## src/rtl/trap_ctrl.sv

```systemverilog
// Machine-mode trap controller: turns committed exceptions, interrupts and mret into CSR update pulses and redirects.
// Event sampled at edge N produces a one-cycle take_trap/flush at N+1; new requests are accepted again from edge N+2.
module trap_ctrl (
    input  logic        clk,
    input  logic        rst,
    input  logic        i_commit_valid,
    input  logic [31:0] i_commit_pc,
    input  logic [31:0] i_commit_next_pc,
    input  logic        i_exc_valid,
    input  logic [3:0]  i_exc_code,
    input  logic [31:0] i_exc_tval,
    input  logic        i_mret,
    input  logic        i_lsu_busy,
    input  logic        i_irq_ext,
    input  logic        i_irq_sw,
    input  logic        i_irq_timer,
    input  logic        i_mie_meie,
    input  logic        i_mie_msie,
    input  logic        i_mie_mtie,
    input  logic        i_mstatus_mie_cur,
    input  logic        i_mstatus_mpie_cur,
    input  logic [29:0] i_mtvec_base,
    input  logic [1:0]  i_mtvec_mode,
    input  logic [31:0] i_mepc_cur,
    output logic        o_take_trap,
    output logic        o_mcause_interrupt,
    output logic [30:0] o_mcause_exception_code,
    output logic [31:0] o_mepc_value,
    output logic [31:0] o_mtval_value,
    output logic        o_mstatus_mie,
    output logic        o_mstatus_mpie,
    output logic [1:0]  o_mstatus_mpp,
    output logic        o_flush,
    output logic [31:0] o_redirect_pc,
    output logic        o_irq_pending
);

    localparam logic [1:0] IDLE = 2'd0;
    localparam logic [1:0] TRAP = 2'd1;
    localparam logic [1:0] MRET = 2'd2;

    logic [1:0]  state;
    logic        shadow_intr;
    logic [30:0] shadow_code;
    logic [31:0] shadow_tval;

    logic        irq_ext_en;
    logic        irq_sw_en;
    logic        irq_timer_en;
    logic        irq_any;
    logic [3:0]  irq_code;
    logic        take_exc;
    logic        take_mret;
    logic        take_irq;
    logic [31:0] trap_base;
    logic [31:0] vec_target;

    assign irq_ext_en   = i_irq_ext & i_mie_meie;
    assign irq_sw_en    = i_irq_sw & i_mie_msie;
    assign irq_timer_en = i_irq_timer & i_mie_mtie;
    assign irq_any      = irq_ext_en | irq_sw_en | irq_timer_en;

    // Fixed source priority: external, then software, then timer.
    always_comb begin
        irq_code = 4'd7;
        if (irq_ext_en)
            irq_code = 4'd11;
        else if (irq_sw_en)
            irq_code = 4'd3;
    end

    assign take_exc  = i_commit_valid & i_exc_valid;
    assign take_mret = i_commit_valid & ~i_exc_valid & i_mret;
    assign take_irq  = i_commit_valid & ~i_exc_valid & ~i_mret & irq_any
                       & i_mstatus_mie_cur & ~i_lsu_busy;

    assign trap_base  = {i_mtvec_base, 2'b00};
    assign vec_target = trap_base + {26'd0, irq_code, 2'b00};

    assign o_take_trap = (state != IDLE);
    assign o_flush     = (state != IDLE);

    always_ff @(posedge clk) begin
        if (rst) begin
            state                   <= IDLE;
            shadow_intr             <= 1'b0;
            shadow_code             <= 31'd0;
            shadow_tval             <= 32'd0;
            o_mcause_interrupt      <= 1'b0;
            o_mcause_exception_code <= 31'd0;
            o_mepc_value            <= 32'd0;
            o_mtval_value           <= 32'd0;
            o_mstatus_mie           <= 1'b0;
            o_mstatus_mpie          <= 1'b0;
            o_mstatus_mpp           <= 2'b00;
            o_redirect_pc           <= 32'd0;
            o_irq_pending           <= 1'b0;
        end else begin
            o_irq_pending <= irq_any;
            case (state)
                IDLE: begin
                    if (take_exc) begin
                        state                   <= TRAP;
                        shadow_intr             <= 1'b0;
                        shadow_code             <= {27'd0, i_exc_code};
                        shadow_tval             <= i_exc_tval;
                        o_mcause_interrupt      <= 1'b0;
                        o_mcause_exception_code <= {27'd0, i_exc_code};
                        o_mepc_value            <= i_commit_pc;
                        o_mtval_value           <= i_exc_tval;
                        o_mstatus_mie           <= 1'b0;
                        o_mstatus_mpie          <= i_mstatus_mie_cur;
                        o_mstatus_mpp           <= 2'b11;
                        o_redirect_pc           <= trap_base;
                    end else if (take_mret) begin
                        // Re-drive the last trap's cause/tval so the CSR write leaves them as the trap set them.
                        state                   <= MRET;
                        o_mcause_interrupt      <= shadow_intr;
                        o_mcause_exception_code <= shadow_code;
                        o_mepc_value            <= i_mepc_cur;
                        o_mtval_value           <= shadow_tval;
                        o_mstatus_mie           <= i_mstatus_mpie_cur;
                        o_mstatus_mpie          <= 1'b1;
                        o_mstatus_mpp           <= 2'b11;
                        o_redirect_pc           <= i_mepc_cur & ~32'h3;
                    end else if (take_irq) begin
                        state                   <= TRAP;
                        shadow_intr             <= 1'b1;
                        shadow_code             <= {27'd0, irq_code};
                        shadow_tval             <= 32'd0;
                        o_mcause_interrupt      <= 1'b1;
                        o_mcause_exception_code <= {27'd0, irq_code};
                        o_mepc_value            <= i_commit_next_pc;
                        o_mtval_value           <= 32'd0;
                        o_mstatus_mie           <= 1'b0;
                        o_mstatus_mpie          <= i_mstatus_mie_cur;
                        o_mstatus_mpp           <= 2'b11;
                        o_redirect_pc           <= (i_mtvec_mode == 2'd1) ? vec_target : trap_base;
                    end
                end
                default: state <= IDLE;
            endcase
        end
    end

endmodule

```

## config.mk

```make
export PLATFORM = sky130hd
export DESIGN_NAME = trap_ctrl
export DESIGN_NICKNAME = d
export VERILOG_FILES = /design/src/rtl/trap_ctrl.sv
export SDC_FILE = /design/constraint.sdc
export NUM_CORES = 1
export LEC_CHECK = 0
export CAP_MARGIN = 0
export CORE_MARGIN = 2
export CORE_UTILIZATION = 43
export DETAILED_ROUTE_END_ITERATION = 6
export GPL_ROUTABILITY_DRIVEN = 1
export HOLD_SLACK_MARGIN = 0.06
export PLACE_DENSITY = 0.81
export SYNTH_ARGS = -nofsm -noshare
export SYNTH_HDL_FRONTEND = slang
export SYNTH_SLANG_ARGS = --single-unit
```

## constraint.sdc

```tcl
create_clock -name clk -period 2.75 [get_ports clk]
set_clock_uncertainty 0.1 [all_clocks]
set_input_delay 0.275 -clock clk [delete_from_list [all_inputs] [get_ports clk]]
set_output_delay 0.275 -clock clk [all_outputs]
set_load 0.01 [all_outputs]
```

==> results of run 1 <==
==> Yosys cell counts (5+ instances only) <==
master	number	area [um^2]
nor3_1	48	240.2
inv_1	10	37.54
nor2_1	68	255.2
nand2_1	171	641.9
nor4_1	6	37.54
buf_1	7	26.28
clkbuf_1	56	210.2
or3_1	5	31.28
dfxtp_1	142	2843
o21ai_0	11	55.05
buf_4	34	255.2
nand3_1	81	405.4
a221oi_1	36	315.3
a311oi_1	8	70.07
a31oi_1	7	43.79
a211oi_1	6	45.04
nand4_1	9	56.30
buf_2	18	90.09
and3_1	9	56.30
a21oi_1	94	470.5
o31ai_1	6	45.04
o21a_1	5	37.54
o211ai_1	37	277.8
o221ai_1	15	131.4
and2_1	5	31.28
a211o_1	5	43.79
nand2b_1	5	31.28
==> power by group <==
part           leakage, nW  total [mW]  internal (mW)  switching (mW)
Clock                0.270        2.24           1.21            1.03
Sequential            1.16        2.27           2.19          0.0770
Combinational         2.65        1.37          0.695           0.672
Total                 4.08        5.88           4.10            1.78
==> cell usage in the layout, fill, tap and decap left out, drive strengths merged, types with 3 or more instances in the layout <==
master           n
or4              3
or3              5
o21a             5
ha               3
o221ai          16
buf             54
o21ai           12
nand3           81
and4             3
nand4            9
clkinv           3
dfxtp          142
clkinvlp         3
and2             5
conb            29
and3             9
nand3b           3
o221a            3
inv             18
a211oi           7
a211o            5
a31oi            7
a21oi           94
nand2          171
clkbuf          18
a311oi          10
a22o             3
nor4             6
o31ai            6
nand2b           5
o211ai          37
nor2            69
a221oi          36
nor3            49
clkdlybuf4s50  282
==> worst max-delay path: cells and delay by family (launching register included) <==
kind                   cells  cell delay (ns)
AND/OR/NAND/NOR            2             1.04
buffers and inverters      2             0.56
flip-flops                 1             0.33
AO/OA/AOI/OAI              2             0.28
==> layout make-up <==
type	instances	area share, %
multi-input cells	724	36.17
inverters	10	0.3399
well taps	220	2.493
clock buffers	18	3.977
flip-flops and latches	142	25.74
clock inverters	14	1.144
repair buffers	336	30.14
==> through the flow <==
stage / hold slack (ns) / setup TNS (ns) / power (mW) / std cells
after floorplan: 0.3225 / 0 / 2.935 / 993
after global placement: 0.3368 / -0.01594 / 3.649 / 1432
after detailed placement: 0.3444 / -0.3909 / 3.664 / 1432
after CTS: 0.3305 / 0 / 5.894 / 1464
after global routing: 0.3516 / 0 / 6.077 / 1464
final: 0.3221 / 0 / 5.878 / 1464
==> worst paths after layout <==
kind	slack, ns	end	cells after the start	startpoint
setup / recovery	0.36	o_mcause_interrupt$_SDFFE_PP0P_	6	state[1]$_SDFFE_PP0P_
hold / removal	0.32	state[1]$_SDFFE_PP0P_	3	rst
setup reg to reg	0.36	o_mcause_interrupt$_SDFFE_PP0P_	6	state[1]$_SDFFE_PP0P_
hold reg to reg	0.35	o_redirect_pc[2]$_SDFFE_PP0P_	2	o_redirect_pc[2]$_SDFFE_PP0P_
==> registers in the layout, summed over array words and instances (netlist names), 2 cells and up <==
register                 count
o_mtval_value               32
shadow_code                  4
o_redirect_pc               30
shadow_tval                 32
o_mcause_exception_code      4
o_mepc_value                32
state                        2
==> cells by family after synthesis <==
| logic type | Yosys count | synth area share, % |
|---|---|---|
| and+or+nand+nor | 428 | 26.63 |
| AOI/OAI and AO/OA | 260 | 24.89 |
| DFF | 142 | 38.68 |
| buffers and inverters | 127 | 8.733 |
| adders and majority gates | 3 | 0.5108 |
| xor gates and xnor gates | 2 | 0.2384 |
| muxes | 2 | 0.2724 |
| other | 1 | 0.05102 |
==> per-layer routing <==
metal,global-route usage (%),up-vias
met1,36.51,3967
met5,0,-
met4,9.942,0
met3,9.234,52
li1,-,4012
met2,50.73,470
==> run_results.csv, run 1 <==
group,metric,value,unit
outcome,status,"finished, final reports clean",
sta,finalSetupViolCount,0,
clock_tree,hold_buffers,0,
global_routing,grt_max_degree,133,
route,dr.max_layer_used,"met4",
floorplan,die_y,134.7,um
layout,regArea,0.002843,mm^2
layout,fillCellCount,1456,
setup_path,crit_chain,"or3b_1 -> buf_4 -> nor2_4 -> buf_4 -> o211ai_1 -> a21oi_1",
synth,ys_seq_area_share,38.68,%
floorplan,core,0.01664,mm^2
layout,drive_above_1_share,8.360,%
sta,rsz0062_at_grt,"false",
route,drt-met1-wl,10.83,mm
clock_tree,clkTransAtPathRegs,0.06,ns
synth,synth_cells,965,
setup_path,cp_slowest_cell,"nor2_4",
global_routing,antenna_found_initial,0,
route,route.detailed.drc,0,
floorplan,initial_core_util,44.16,%
sta,tightest_slew,0.7890,ns
route,dr_wl_met2,13.83,mm
place,dpl_worst_slack,-0.04047,ns
clock_tree,numCtsBuffers,17,
floorplan,die_area,0.01815,mm^2
clock_tree,cts_max_path_buffers,2,
place,dp_hpwl,20.52,mm
route,vias,8501,
flow_run,maxCapViolCount,0,
setup_path,required,3.01,ns
route,drt-initial-drc-count,711,
route,first_pass_iters,7,
layout,syn2layout_area_growth,50.26,%
synth,async_reset_ff_share,0,%
global_routing,grt_pass1_wl,42.64,mm
pwr,p_leak,4.084,nW
sta,final.period_utilization,86.93,%
synth,ys_types,66,
place,dpl_cell_area,0.01048,mm^2
min_path,hp-class,"in -> reg",
clock_tree,cts_tree,"built",
sta,fmax,418.3,MHz
clock_tree,clk_latency,0.43,ns
layout,post-route-util,66.36,%
sta,layout_setup_ws,0.3593,ns
setup_path,cp-start-kind,"flop",
sta,period_minus_slack,2.391,ns
setup_path,cp-end-kind,"flop",
setup_path,cp_max_fo,27,
sta,slew-limit-headroom,47.28,%
synth,ys_warn_count,0,
clock_tree,clock-root-buffer,"clkbuf_16",
pwr,ir_drop,476.6,uV
layout,finalNetCount,1412,
place,io_buffers,283,
clock_tree,cts.repair.resized,0,
floorplan,io-pin-count,313,
synth,synthesis.area,0.007350,mm^2
synth,syn_avg_cell_area,7.616,um^2
clock_tree,cts_num_sinks,142,
layout,multi_input_area,0.003994,mm^2
clock_tree,cts_setup_buffers,0,
route,detail-route-antenna-nets,0,
global_routing,overflow,0,
synth,ys_ff_latch,142,
setup_path,max_stage_delay,0.62,ns
floorplan,die_w,134.7,um
route,dr_wl_met3,3.232,mm
synth,ys.flop_type,"dfxtp_1",
route,viasPerCell,5.807,
sta,final_max_slew_viol_count,0,
sta,hold_violations,0,
setup_path,cp.arrival,2.65,ns
route,drt_wl_total,28.58,mm
setup_path,path_class,"reg -> reg",
setup_path,cpMostUsedCell,"buf_4",
route,drt-wirelength-per-cell,19.52,um
global_routing,grtUsageTotal,30.07,%
synth,synth_edf_count,0,
place,gp_congestion,0.9669,
layout,finalInstanceArea,0.01104,mm^2
pwr,powerDensity,532.3,mW/mm^2
layout,n_antenna_cell,0,
clock_tree,htreeDepth,4,
global_routing,grt_pass1_vias,7774,
floorplan,num_rows,47,
Power figures use the tool's default switching activity.
==> run 2, diff against run 1 <==
--- a/config.mk
+++ b/config.mk
@@ -7,11 +7,13 @@
 export LEC_CHECK = 0
 export CAP_MARGIN = 0
 export CORE_MARGIN = 2
-export CORE_UTILIZATION = 43
+export CORE_UTILIZATION = 44
+export CTS_BUF_LIST = sky130_fd_sc_hd__clkbuf_4
 export DETAILED_ROUTE_END_ITERATION = 6
 export GPL_ROUTABILITY_DRIVEN = 1
 export HOLD_SLACK_MARGIN = 0.06
-export PLACE_DENSITY = 0.81
+export PLACE_DENSITY = 0.83
+export SLEW_MARGIN = 20
 export SYNTH_ARGS = -nofsm -noshare
 export SYNTH_HDL_FRONTEND = slang
 export SYNTH_SLANG_ARGS = --single-unit
==> run_results.csv, run 2 (synthesized netlist as in run 1, its figures left out) <==
group,metric,value,unit
layout,final_cell_mix,"clkdlybuf4s50_1 (282), nand2_1 (169), dfxtp_1 (142)",
layout,syn2layout_area_growth,47.19,%
floorplan,die_area,0.01775,mm^2
route,first_pass_iters,7,
global_routing,met1_usage,37.98,%
global_routing,grtUsageTotal,31.68,%
sta,fin_tns_setup,0,ns
outcome,violations,"DRC",
sta,final_max_slew_viol_count,0,
layout,final_common_cell,"clkdlybuf4s50_1",
floorplan,core,0.01647,mm^2
place,dp_hpwl,20.71,mm
pwr,ir_drop,298.1,uV
place,gp_congestion,0.9476,
route,viasPerCell,5.915,
route,detail-route-antenna-nets,0,
global_routing,overflow,0,
setup_path,path_buf_inv,2,
setup_path,reg2reg_to,"o_redirect_pc[20]$_SDFFE_PP0P_",
clock_tree,cts_setup_buffers,0,
global_routing,grt_pass1_vias,8213,
clock_tree,numCtsBuffers,17,
setup_path,critPathTopFamily,"buffers and inverters",
clock_tree,clk_latency,0.56,ns
setup_path,cp.depth,9,
clock_tree,cts_max_path_buffers,2,
setup_path,cp.arrival,2.60,ns
setup_path,crit_path_start,"i_mie_msie",
clock_tree,htreeDepth,4,
route,vias,8672,
sta,holdWs,0.1755,ns
sta,rsz0062_at_grt,"false",
setup_path,ff2ff_path_depth,5,
sta,fmax,449.0,MHz
min_path,hp-class,"in -> reg",
setup_path,path_class,"in -> reg",
global_routing,grt_max_degree,109,
pwr,powerDensity,479.3,mW/mm^2
setup_path,max_stage_delay,0.52,ns
layout,finalNetCount,1414,
layout,post-route-util,65.70,%
layout,multi_input_area,0.003994,mm^2
sta,hold_violations,0,
route,route.detailed.drc,2,
clock_tree,cts_tree,"built",
layout,fillCellCount,1450,
sta,slew-limit-headroom,53.30,%
global_routing,antenna_found_initial,1,
sta,finalSetupViolCount,0,
clock_tree,cts_num_sinks,142,
layout,reg.largest.list,"o_mepc_value (32), o_mtval_value (32), shadow_tval (32)",
flow_run,maxCapViolCount,0,
route,drt_wl_total,28.97,mm
route,drt-initial-drc-count,711,
setup_path,ff2ff_setup_slack,0.56,ns
outcome,status,"finished with violations",
clock_tree,clock-root-buffer,"clkbuf_4",
route,drt-wirelength-per-cell,19.76,um
floorplan,initial_core_util,44.64,%
pwr,finalPower,5.185,mW
layout,regArea,0.002843,mm^2
global_routing,grt_pass1_wl,44.23,mm
layout,drive_above_1_share,8.353,%
setup_path,required,3.13,ns
place,io_buffers,283,
floorplan,die_y,133.2,um
setup_path,critPathCapture,"o_redirect_pc[22]$_SDFFE_PP0P_",
layout,finalNonFillerCells,1466,
setup_path,crit_chain,"clkdlybuf4s50_1 -> a22oi_1 -> ha_1 -> nand2b_1 -> a211oi_2 -> buf_4 -> nand4_1 -> or3_1 -> a31oi_1",
setup_path,cp_max_fo,4,
global_routing,top_usage_layer,"met2",
setup_path,cp-start-kind,"input pin",
setup_path,cp-end-kind,"flop",
sta,period_minus_slack,2.227,ns
floorplan,io-pin-count,313,
sta,tightest_slew,0.6998,ns
global_routing,gr-usage-met3,8.524,%
place,placed_cells,1433,
pwr,p_leak,3.984,nW
sta,final.period_utilization,80.99,%
setup_path,reg2reg_from,"state[1]$_SDFFE_PP0P_",
clock_tree,cts.repair.resized,0,
clock_tree,clkTransAtPathRegs,0.12,ns
floorplan,num_rows,47,
floorplan,die_w,133.2,um
setup_path,cp_slowest_cell,"clkdlybuf4s50_1",
global_routing,use_met2,51.17,%
==> run 2: cell count changes in the layout (fill, tap and decap cells not counted) <==
| cell | change |
|---|---|
| diode_2 | +1 |
| inv_8 | -3 |
| dlygate4sd3_1 | +1 |
| clkbuf_8 | -1 |
| clkbuf_16 | -17 |
| clkinv_4 | -1 |
| buf_4 | +1 |
| inv_6 | -3 |
| clkinv_2 | +3 |
| clkbuf_4 | +17 |
| bufinv_16 | +4 |
==> run 2: routing by layer <==
metal	up-vias	wire (um)
li1	4017	-
met1	4043	10750
met2	518	13810
met3	94	2854
met4	0	1559
met5	-	0
==> run 2: what timing repair did <==
action                                  4_1_cts  5_1_grt
hold buffers                                  1        0
endpoints found under the hold margin        24        0
endpoints found under the setup margin        0        0
==> run 2: how the worst min path moves through the flow <==
stage | cells after the start | to | slack [ns] | start
after floorplan | 2 | o_mstatus_mie$_SDFFE_PP0P_ | 0.32 | i_mstatus_mpie_cur
after global placement | 2 | shadow_tval[16]$_SDFFE_PP0P_ | 0.34 | shadow_tval[16]$_SDFFE_PP0P_
after detailed placement | 2 | shadow_tval[10]$_SDFFE_PP0P_ | 0.34 | shadow_tval[10]$_SDFFE_PP0P_
after CTS | 3 | o_mstatus_mie$_SDFFE_PP0P_ | 0.14 | i_mstatus_mpie_cur
after global routing | 3 | o_mstatus_mie$_SDFFE_PP0P_ | 0.15 | i_mstatus_mpie_cur
final | 3 | o_mstatus_mie$_SDFFE_PP0P_ | 0.18 | i_mstatus_mpie_cur
==> run 2: layout make-up <==
| class | count | share of cell area, % |
|---|---|---|
| inverters | 10 | 0.3470 |
| clock buffers | 17 | 1.180 |
| clock inverters | 14 | 1.781 |
| multi-input cells | 724 | 36.92 |
| well taps | 220 | 2.545 |
| diodes | 1 | 0.02313 |
| flip-flops and latches | 142 | 26.28 |
| repair buffers | 338 | 30.93 |
==> run 2: stage by stage <==
stage | area [um^2] | worst slack (ns)
final | 10820 | 0.5228
after global routing | 10820 | 0.4011
after CTS | 10820 | 0.5681
after detailed placement | 10490 | -0.02691
after global placement | 10490 | 0.03473
after floorplan | 7455 | 0.5635
==> run 2: power breakdown <==
part           total [mW]  internal, mW  switching [mW]
combinational        1.37         0.695           0.678
sequential           2.27          2.19          0.0815
clock                1.54         0.718           0.820
==> run 2: tightest hold or removal path: cells and delay by family <==
family          cells  cell delay [ns]
buf+inv             1             0.40
simple gates        1             0.06
compound gates      1             0.05
